[config.mk]
export PLATFORM = sky130hd
export DESIGN_NAME = net_dm9k_target_flat
export DESIGN_NICKNAME = d
export VERILOG_FILES = /design/src/rtl/net_dm9k_target_if.sv /design/src/rtl/net_dm9k_target.sv /design/src/flat_wrapper.sv
export SDC_FILE = /design/constraint.sdc
export NUM_CORES = 1
export LEC_CHECK = 0
export CELL_PAD_IN_SITES_DETAIL_PLACEMENT = 2
export CELL_PAD_IN_SITES_GLOBAL_PLACEMENT = 2
export CORE_MARGIN = 5
export CORE_UTILIZATION = 29
export DETAILED_ROUTE_END_ITERATION = 12
export GPL_ROUTABILITY_DRIVEN = 0
export PLACE_DENSITY_LB_ADDON = 0.1
export SYNTH_ARGS = -nofsm -noshare
export SYNTH_HDL_FRONTEND = slang
export SYNTH_SLANG_ARGS = --single-unit
[constraint.sdc]
create_clock -name clk_bus -period 5.8 [get_ports clk_bus]
set_input_delay 1.16 -clock clk_bus [delete_from_list [all_inputs] [get_ports clk_bus]]
set_output_delay 1.16 -clock clk_bus [all_outputs]
set_load 0.05 [all_outputs]
[src/rtl/net_dm9k_target_if.sv]
// Host-side parallel bus of the DM9000-style target: strobes, command select,
// split data lanes with a tristate enable, and the interrupt line.
interface net_dm9k_target_if;
    logic        dm9k_cs_n;
    logic        dm9k_rd_n;
    logic        dm9k_we_n;
    logic        dm9k_cmd;
    logic [15:0] dm9k_data_i;
    logic [15:0] dm9k_data_o;
    logic        dm9k_data_t;
    logic        dm9k_int;

    modport master (
        output dm9k_cs_n, dm9k_rd_n, dm9k_we_n, dm9k_cmd, dm9k_data_i,
        input  dm9k_data_o, dm9k_data_t, dm9k_int
    );

    modport slave (
        input  dm9k_cs_n, dm9k_rd_n, dm9k_we_n, dm9k_cmd, dm9k_data_i,
        output dm9k_data_o, dm9k_data_t, dm9k_int
    );
endinterface

[src/rtl/net_dm9k_target.sv]
// DM9000-style bus target: synchronises the asynchronous host strobes, decodes
// index/data cycles into a small register file, serves an RX word FIFO via
// MRCMD and emits MWCMD writes as single-cycle TX pulses.
module net_dm9k_target #(
    parameter int          RX_AW      = 4,
    parameter logic [15:0] VENDOR_ID  = 16'h0A46,
    parameter logic [15:0] PRODUCT_ID = 16'h9000
) (
    input  logic                clk_bus,
    input  logic                rst,
    net_dm9k_target_if.slave    bus,
    input  logic [15:0]         rx_data,
    input  logic                rx_valid,
    output logic                rx_ready,
    output logic [15:0]         tx_data,
    output logic                tx_valid
);
    localparam logic [RX_AW:0] FULL_COUNT = {1'b1, {RX_AW{1'b0}}};

    typedef enum logic [1:0] {IDLE, RD_DRIVE, RD_DONE} state_t;

    logic cs_s1, cs_s2, cs_d;
    logic rd_s1, rd_s2, rd_d;
    logic we_s1, we_s2, we_d;
    logic cmd_s1, cmd_s2, cmd_d;
    logic [15:0] data_s1, data_s2, data_d;

    state_t state, state_nxt;
    logic wr_commit, pop;
    logic rd_fall, rd_rise, we_rise;

    logic [7:0] index, ncr, imr;
    logic isr_pr;
    logic int_r;
    logic [15:0] rd_value, rd_mux;
    logic rd_pop_ok;

    logic [15:0] mem [FULL_COUNT];
    logic [RX_AW-1:0] wr_ptr, rd_ptr;
    logic [RX_AW:0] count;
    logic fifo_empty, push;
    logic reg_wr, ncr_flush, isr_clr;

    // Two-stage synchronisers for the strobes, an equal-depth pipe for cmd/data,
    // plus one extra stage (_d) that holds the previous synced value for edge
    // detection and the cmd/data seen in the last cycle before a strobe rise.
    always_ff @(posedge clk_bus) begin
        if (rst) begin
            {cs_s1, cs_s2, cs_d}       <= 3'b111;
            {rd_s1, rd_s2, rd_d}       <= 3'b111;
            {we_s1, we_s2, we_d}       <= 3'b111;
            {cmd_s1, cmd_s2, cmd_d}    <= 3'b000;
            data_s1 <= '0;
            data_s2 <= '0;
            data_d  <= '0;
        end else begin
            cs_s1   <= bus.dm9k_cs_n;  cs_s2   <= cs_s1;   cs_d   <= cs_s2;
            rd_s1   <= bus.dm9k_rd_n;  rd_s2   <= rd_s1;   rd_d   <= rd_s2;
            we_s1   <= bus.dm9k_we_n;  we_s2   <= we_s1;   we_d   <= we_s2;
            cmd_s1  <= bus.dm9k_cmd;   cmd_s2  <= cmd_s1;  cmd_d  <= cmd_s2;
            data_s1 <= bus.dm9k_data_i; data_s2 <= data_s1; data_d <= data_s2;
        end
    end

    // A read starts only while selected; a write needs select and rd high in the
    // last low cycle of we, so overlapping rd/we strobes never commit a write.
    assign rd_fall = rd_d & ~rd_s2 & ~cs_s2;
    assign rd_rise = ~rd_d & rd_s2;
    assign we_rise = ~we_d & we_s2 & ~cs_d & rd_d;

    assign fifo_empty = (count == '0);
    assign rx_ready   = (count != FULL_COUNT);
    assign push       = rx_valid & rx_ready;

    // Bus-cycle state register.
    always_ff @(posedge clk_bus) begin
        if (rst) state <= IDLE;
        else     state <= state_nxt;
    end

    // Next state: reads take priority over writes; writes commit only when idle,
    // and the FIFO pop is deferred to the cycle after the read strobe releases.
    always_comb begin
        state_nxt = state;
        wr_commit = 1'b0;
        pop       = 1'b0;
        unique case (state)
            IDLE: begin
                if (rd_fall)      state_nxt = RD_DRIVE;
                else if (we_rise) wr_commit = 1'b1;
            end
            RD_DRIVE: if (rd_rise) state_nxt = RD_DONE;
            RD_DONE: begin
                state_nxt = IDLE;
                pop       = rd_pop_ok;
            end
            default: state_nxt = IDLE;
        endcase
    end

    // Read data selection for the current index; unmapped locations read zero.
    always_comb begin
        rd_mux = '0;
        if (!cmd_s2) begin
            rd_mux = {8'h00, index};
        end else begin
            case (index)
                8'h00:   rd_mux = {8'h00, ncr};
                8'h28:   rd_mux = {8'h00, VENDOR_ID[7:0]};
                8'h29:   rd_mux = {8'h00, VENDOR_ID[15:8]};
                8'h2A:   rd_mux = {8'h00, PRODUCT_ID[7:0]};
                8'h2B:   rd_mux = {8'h00, PRODUCT_ID[15:8]};
                8'hF2:   rd_mux = fifo_empty ? 16'h0000 : mem[rd_ptr];
                8'hFE:   rd_mux = {15'h0000, isr_pr};
                8'hFF:   rd_mux = {8'h00, imr};
                default: rd_mux = '0;
            endcase
        end
    end

    // Latch the read value at the start of a read so the bus holds it steady,
    // and remember whether releasing the strobe must pop the FIFO.
    always_ff @(posedge clk_bus) begin
        if (rst) begin
            rd_value  <= '0;
            rd_pop_ok <= 1'b0;
        end else if (state == IDLE && rd_fall) begin
            rd_value  <= rd_mux;
            rd_pop_ok <= cmd_s2 && (index == 8'hF2) && !fifo_empty;
        end
    end

    assign bus.dm9k_data_t = (state != RD_DRIVE);
    assign bus.dm9k_data_o = (state == RD_DRIVE) ? rd_value : 16'h0000;

    assign reg_wr    = wr_commit & cmd_d;
    assign ncr_flush = reg_wr && (index == 8'h00) && data_d[0];
    assign isr_clr   = reg_wr && (index == 8'hFE) && data_d[0];

    // Index and register writes; NCR.RST is never stored so it reads back
    // cleared, and MWCMD turns each write into a one-cycle TX pulse.
    always_ff @(posedge clk_bus) begin
        if (rst) begin
            index    <= '0;
            ncr      <= '0;
            imr      <= '0;
            tx_data  <= '0;
            tx_valid <= 1'b0;
        end else begin
            tx_valid <= 1'b0;
            if (wr_commit && !cmd_d) index <= data_d[7:0];
            if (reg_wr) begin
                case (index)
                    8'h00: ncr <= {data_d[7:1], 1'b0};
                    8'hF8: begin
                        tx_data  <= data_d;
                        tx_valid <= 1'b1;
                    end
                    8'hFF: imr <= data_d[7:0];
                    default: ;
                endcase
            end
        end
    end

    // RX FIFO pointers and occupancy; a soft reset empties it outright.
    always_ff @(posedge clk_bus) begin
        if (rst || ncr_flush) begin
            wr_ptr <= '0;
            rd_ptr <= '0;
            count  <= '0;
        end else begin
            if (push) wr_ptr <= wr_ptr + 1'b1;
            if (pop)  rd_ptr <= rd_ptr + 1'b1;
            case ({push, pop})
                2'b10:   count <= count + 1'b1;
                2'b01:   count <= count - 1'b1;
                default: ;
            endcase
        end
    end

    // RX FIFO storage; contents need no reset since occupancy guards reads.
    always_ff @(posedge clk_bus) begin
        if (push && !rst && !ncr_flush) mem[wr_ptr] <= rx_data;
    end

    // Packet-received status: a push beats a same-cycle write-one-to-clear.
    always_ff @(posedge clk_bus) begin
        if (rst || ncr_flush) isr_pr <= 1'b0;
        else if (push)        isr_pr <= 1'b1;
        else if (isr_clr)     isr_pr <= 1'b0;
    end

    // Registered interrupt output gated by the PRI mask bit.
    always_ff @(posedge clk_bus) begin
        if (rst) int_r <= 1'b0;
        else     int_r <= isr_pr & imr[0];
    end

    assign bus.dm9k_int = int_r;
endmodule
[src/flat_wrapper.sv]
// flat-port wrapper written by rule: the top's interface ports become plain ports
module net_dm9k_target_flat 
#(
    parameter int          RX_AW      = 4,
    parameter logic [15:0] VENDOR_ID  = 16'h0A46,
    parameter logic [15:0] PRODUCT_ID = 16'h9000
)
  (clk_bus, rst, rx_data, rx_valid, rx_ready, tx_data, tx_valid, bus_dm9k_cs_n, bus_dm9k_rd_n, bus_dm9k_we_n, bus_dm9k_cmd, bus_dm9k_data_i, bus_dm9k_data_o, bus_dm9k_data_t, bus_dm9k_int);
  net_dm9k_target_if bus_i ();
  input  logic clk_bus;
  input  logic rst;
  input  logic [15:0] rx_data;
  input  logic rx_valid;
  output logic rx_ready;
  output logic [15:0] tx_data;
  output logic tx_valid;
  input wire logic [$bits(bus_i.dm9k_cs_n)-1:0] bus_dm9k_cs_n;
  input wire logic [$bits(bus_i.dm9k_rd_n)-1:0] bus_dm9k_rd_n;
  input wire logic [$bits(bus_i.dm9k_we_n)-1:0] bus_dm9k_we_n;
  input wire logic [$bits(bus_i.dm9k_cmd)-1:0] bus_dm9k_cmd;
  input wire logic [$bits(bus_i.dm9k_data_i)-1:0] bus_dm9k_data_i;
  output wire logic [$bits(bus_i.dm9k_data_o)-1:0] bus_dm9k_data_o;
  output wire logic [$bits(bus_i.dm9k_data_t)-1:0] bus_dm9k_data_t;
  output wire logic [$bits(bus_i.dm9k_int)-1:0] bus_dm9k_int;
  assign bus_i.dm9k_cs_n = bus_dm9k_cs_n;
  assign bus_i.dm9k_rd_n = bus_dm9k_rd_n;
  assign bus_i.dm9k_we_n = bus_dm9k_we_n;
  assign bus_i.dm9k_cmd = bus_dm9k_cmd;
  assign bus_i.dm9k_data_i = bus_dm9k_data_i;
  assign bus_dm9k_data_o = bus_i.dm9k_data_o;
  assign bus_dm9k_data_t = bus_i.dm9k_data_t;
  assign bus_dm9k_int = bus_i.dm9k_int;
  net_dm9k_target #(.RX_AW(RX_AW), .VENDOR_ID(VENDOR_ID), .PRODUCT_ID(PRODUCT_ID)) u_core (.clk_bus(clk_bus), .rst(rst), .bus(bus_i), .rx_data(rx_data), .rx_valid(rx_valid), .rx_ready(rx_ready), .tx_data(tx_data), .tx_valid(tx_valid));
endmodule
==> Implementation_results.wiki <==
{| class="wikitable"
! Metric !! Value
|-
| Final WL || 41800 um
|-
| Core Region || 0.0515 sq mm
|-
| Number of cells produced by synthesis || 947
|-
| DRC violation total after the first TritonRoute iteration || 510
|-
| Flip-flop cell with the highest count after synthesis || sky130_fd_sc_hd__edfxtp_1
|-
| Largest cells by area after synthesis || sky130_fd_sc_hd__edfxtp_1 (51%), sky130_fd_sc_hd__dfxtp_1 (18%), sky130_fd_sc_hd__mux4_2 (9.2%), sky130_fd_sc_hd__mux2i_1 (3.5%), sky130_fd_sc_hd__nor2b_1 (2.2%)
|-
| Number of buffers added for setup after CTS || 0
|-
| Remaining antenna violation count after routing || 0
|-
| Post-Synth XOR/XNOR Area || less than 1%
|-
| Worst Reg2Reg Path Length in Cells || 6
|-
| Share of flip-flops with an asynchronous set or reset || 0%
|-
| F_max || between 0.2 and 0.25 GHz
|-
| Number of stages on the worst hold path || 1
|-
| Via count of the first global-routing pass || 9131
|-
| Part of the power in registers || 50.2%
|-
| Maximum root-to-sink buffer count || 3
|-
| Pin count of the biggest net entering global routing || 91
|-
| Number of nets in the finished design || 1077
|-
| RSZ-0062 raised after global routing || no
|-
| Sequential-to-total area share from yosys stat || 69.1%
|-
| Input/output buffers || 74
|-
| Adder and majority cell fraction of the synthesized area || 0.662%
|-
| Data required, critical path || between 4 and 5 ns
|-
| Worst hold slack after final layout || about 0.41 ns
|-
| PD cells || 336 mW/mm^2
|-
| Cell-internal power || 4.75 mW
|-
| Source of the worst hold timing path || u_core.rd_s1
|-
| Share of cell area taken by muxes after synthesis || between 10% and 20%
|-
| Minimum clock period after layout || around 4 ns
|-
| Grt total ovfl || 0
|-
| Max capacitance violation total || 0
|-
| Startpoint class of the critical path || flip-flop
|-
| Share of the synthesized area in the top cell type || around half
|-
| Reg-to-Reg Start || u_core.rd_d
|-
| Detailed-routing iteration count for the pre-antenna-repair pass || 5
|-
| Simple-gate area share of the yosys netlist || 9.32%
|-
| Source-to-sink clock delay at the later pin of the worst-skew pair || roughly 0.58 ns
|-
| Post-Place Worst Slack || 1.81 ns
|-
| Synthesized-area fraction occupied by ao, oa, aoi and oai cells || between 4 and 5%
|-
| Comb pwr share || between 2 and 3%
|-
| Post-synthesis instance area || ~0.015 sq mm
|-
| Number of warnings printed during yosys synthesis || 0
|-
| Die outline area || between 0.05 and 0.06 sq mm
|-
| Net Sw Frac || between 20% and 30%
|-
| Net switching power figure || 1.30 mW
|-
| Part of the cycle the worst path needs || 70.3%
|-
| Vias || 8322
|-
| Outcome || completed
|-
| Reg-to-Reg End || u_core.mem[4][10]
|-
| Post-route total power || 6.05 mW
|-
| Number of distinct library cell variants in the gate-level netlist after synthesis || 70
|-
| Final total negative setup slack || 0 ns
|-
| Worst-case register-to-register setup slack || 2.57 ns
|-
| Mean instance size in the synthesized netlist || 16.0 sq um
|-
| H-tree level count || 2
|-
| Setup Skew || 0.0210 ns
|-
| Pins Over Slew Limit || 0
|-
| Hold Violations, Final || 0
|-
| Initial cell density of the core || 29.4%
|-
| Leakage power figure || 5.74 nW
|-
| Clock tree root driver cell || sky130_fd_sc_hd__clkbuf_16
|-
| Setup violators final || 0
|-
| Final core area utilization || 35.0%
|-
| Worst endpoint data arrival time || between 2 and 3 ns
|-
| Syn nets || 994
|-
| Synthesis-stage register bit count || 394
|-
| CTS resizes || 0
|-
| Final Worst Setup Slack || 1.72 ns
|-
| Worst-Margin Slew || 1.07 ns
|-
| Post-CTS clock slew at the launch and capture registers of the worst setup and hold paths || around 0.06 ns
|-
| Largest family of logic cells by synthesized area || multiplexers
|-
| Remaining routing DRC violations || 0
|-
| Post-synth EDFFs || approximately 260
|-
| TritonCTS clock tree || yes
|-
| Largest fanout of any net on the critical path || 18
|-
| Number of antenna repair diodes || 0
|-
| Clock network power share || 47.3%
|-
| Commonest non-fill, non-tap cell in the layout || sky130_fd_sc_hd__edfxtp_1
|-
| Worst setup path class || flip-flop to output port
|-
| HPWL after detailed placement || approximately 28000 um
|-
| Fraction of final layout cells sized beyond drive strength 1 || 17.0%
|-
| Average wire per cell in the routed design || 24.0 um
|-
| Worst min-delay path endpoint || u_core.rd_s2
|-
| Highest-count cells in the layout ignoring fill and taps || sky130_fd_sc_hd__edfxtp_1 (256), sky130_fd_sc_hd__dfxtp_1 (135), sky130_fd_sc_hd__clkdlybuf4s50_1 (73)
|-
| Antenna violations before repair || 1
|-
| Yosys top cell by area || sky130_fd_sc_hd__edfxtp_1
|-
| Area growth from synthesis to layout || 19.2%
|-
| Total Routing Usage GR || between 10% and 20%
|-
| Worst hold path class || flip-flop to flip-flop
|-
| CTS buffer count || 46
|-
| Ports || 75
|-
| CTS Hold Bufs || 0
|-
| CP endpoint kind || output port
|-
| DIE HEIGHT || 238 um
|-
| Max VDD drop || roughly 0.18 mV
|-
| # clock sinks || 394
|-
| Relative max-transition margin || 28.5%
|-
| Post-DR vias/cell || 4.77
|-
| Die Span X || approximately 240 um
|-
| Row count || just over 80
|-
| Global-route wire length before repair || 62700 um
|}
==> stage by stage <==
step | area, sq um | instances
2_1_floorplan | 15100 | 947
3_3_place_gp | 16500 | 1662
3_5_place_dp | 16500 | 1662
4_1_cts | 18000 | 1743
5_1_grt | 18000 | 1743
6_report | 18000 | 1743
==> synthesized netlist by cell type (10+ instances only) <==
| cell | count |
|---|---|
| sky130_fd_sc_hd__clkbuf_1 | 14 |
| sky130_fd_sc_hd__o22ai_1 | 11 |
| sky130_fd_sc_hd__a21oi_1 | 28 |
| sky130_fd_sc_hd__mux2i_1 | 53 |
| sky130_fd_sc_hd__o21ai_0 | 13 |
| sky130_fd_sc_hd__edfxtp_1 | 256 |
| sky130_fd_sc_hd__inv_1 | 12 |
| sky130_fd_sc_hd__nor2_1 | 56 |
| sky130_fd_sc_hd__nand3_1 | 10 |
| sky130_fd_sc_hd__mux4_2 | 62 |
| sky130_fd_sc_hd__nand2_1 | 30 |
| sky130_fd_sc_hd__or2_2 | 11 |
| sky130_fd_sc_hd__buf_2 | 21 |
| sky130_fd_sc_hd__dfxtp_1 | 138 |
| sky130_fd_sc_hd__nor2b_1 | 52 |
| sky130_fd_sc_hd__and2_1 | 33 |
==> power groups by stage <==
stage / logic, mW / registers (mW) / clock network, mW
6_report: 0.150 / 3.03 / 2.86
5_1_grt: 0.166 / 3.04 / 3.08
4_1_cts: 0.157 / 3.03 / 2.97
3_5_place_dp: 0.156 / 3.09 / 0
3_3_place_gp: 0.154 / 3.09 / 0
2_1_floorplan: 0.0675 / 3.09 / 0
==> sequential cells by signal, summed over array words and instances (netlist names), 2 cells and up, named ones only <==
signal           count
u_core.count         5
u_core.data_d       16
u_core.data_s1      16
u_core.data_s2      16
u_core.imr           8
u_core.index         8
u_core.mem         256
u_core.ncr           7
u_core.rd_ptr        4
u_core.rd_value     16
u_core.state         2
u_core.tx_data      16
u_core.wr_ptr        4
==> how the worst max path moves through the flow <==
stage	slack, ns	startpoint	cells after the start	end
2_1_floorplan	2.60	rx_valid	11	u_core.count[4]
3_3_place_gp	1.91	rx_valid	11	u_core.count[4]
3_5_place_dp	1.81	rx_valid	5	u_core.mem[4][10]
4_1_cts	1.59	u_core.state[0]	3	bus_dm9k_data_o[0]
5_1_grt	1.46	u_core.state[0]	3	bus_dm9k_data_o[1]
6_report	1.72	u_core.state[0]	3	bus_dm9k_data_o[11]
==> logic make-up after synthesis <==
logic type,Yosys count
DFF,394
and+or+nand+nor,247
AOI/OAI and AO/OA,102
adders and majority gates,8
muxes,122
xor gates and xnor gates,12
buffers and inverters,62
==> metal layers <==
layer  vias to the layer above  track usage, %  share of wire, %  wire length, um
met4                         0            3.91               1.9              814
li1                       3768               -                 -                -
met2                       159            23.6                47            19600
met1                      4343            20.6                46            19100
met3                        52            3.02               5.3             2220
met5                         -               0                 0                0
==> worst max-delay path, stage by stage, from the launching register on <==
cell and delay [ns]:
sky130_fd_sc_hd__dfxtp_1 0.41, sky130_fd_sc_hd__nor2b_1 0.87, sky130_fd_sc_hd__and2_1 0.24, sky130_fd_sc_hd__clkdlybuf4s50_1 0.81
==> cell type report <==
| cell class | instances | area (sq um) |
|---|---|---|
| Clock buffer | 61 | 1260 |
| Clock inverter | 20 | 228 |
| Fill cell | 5207 | 33500 |
| Inverter | 14 | 52.6 |
| Multi-Input combinational cell | 491 | 4380 |
| Sequential cell | 394 | 10500 |
| Tap cell | 680 | 851 |
| Timing Repair Buffer | 83 | 806 |
Note: power is estimated with default switching activity, not from simulation.
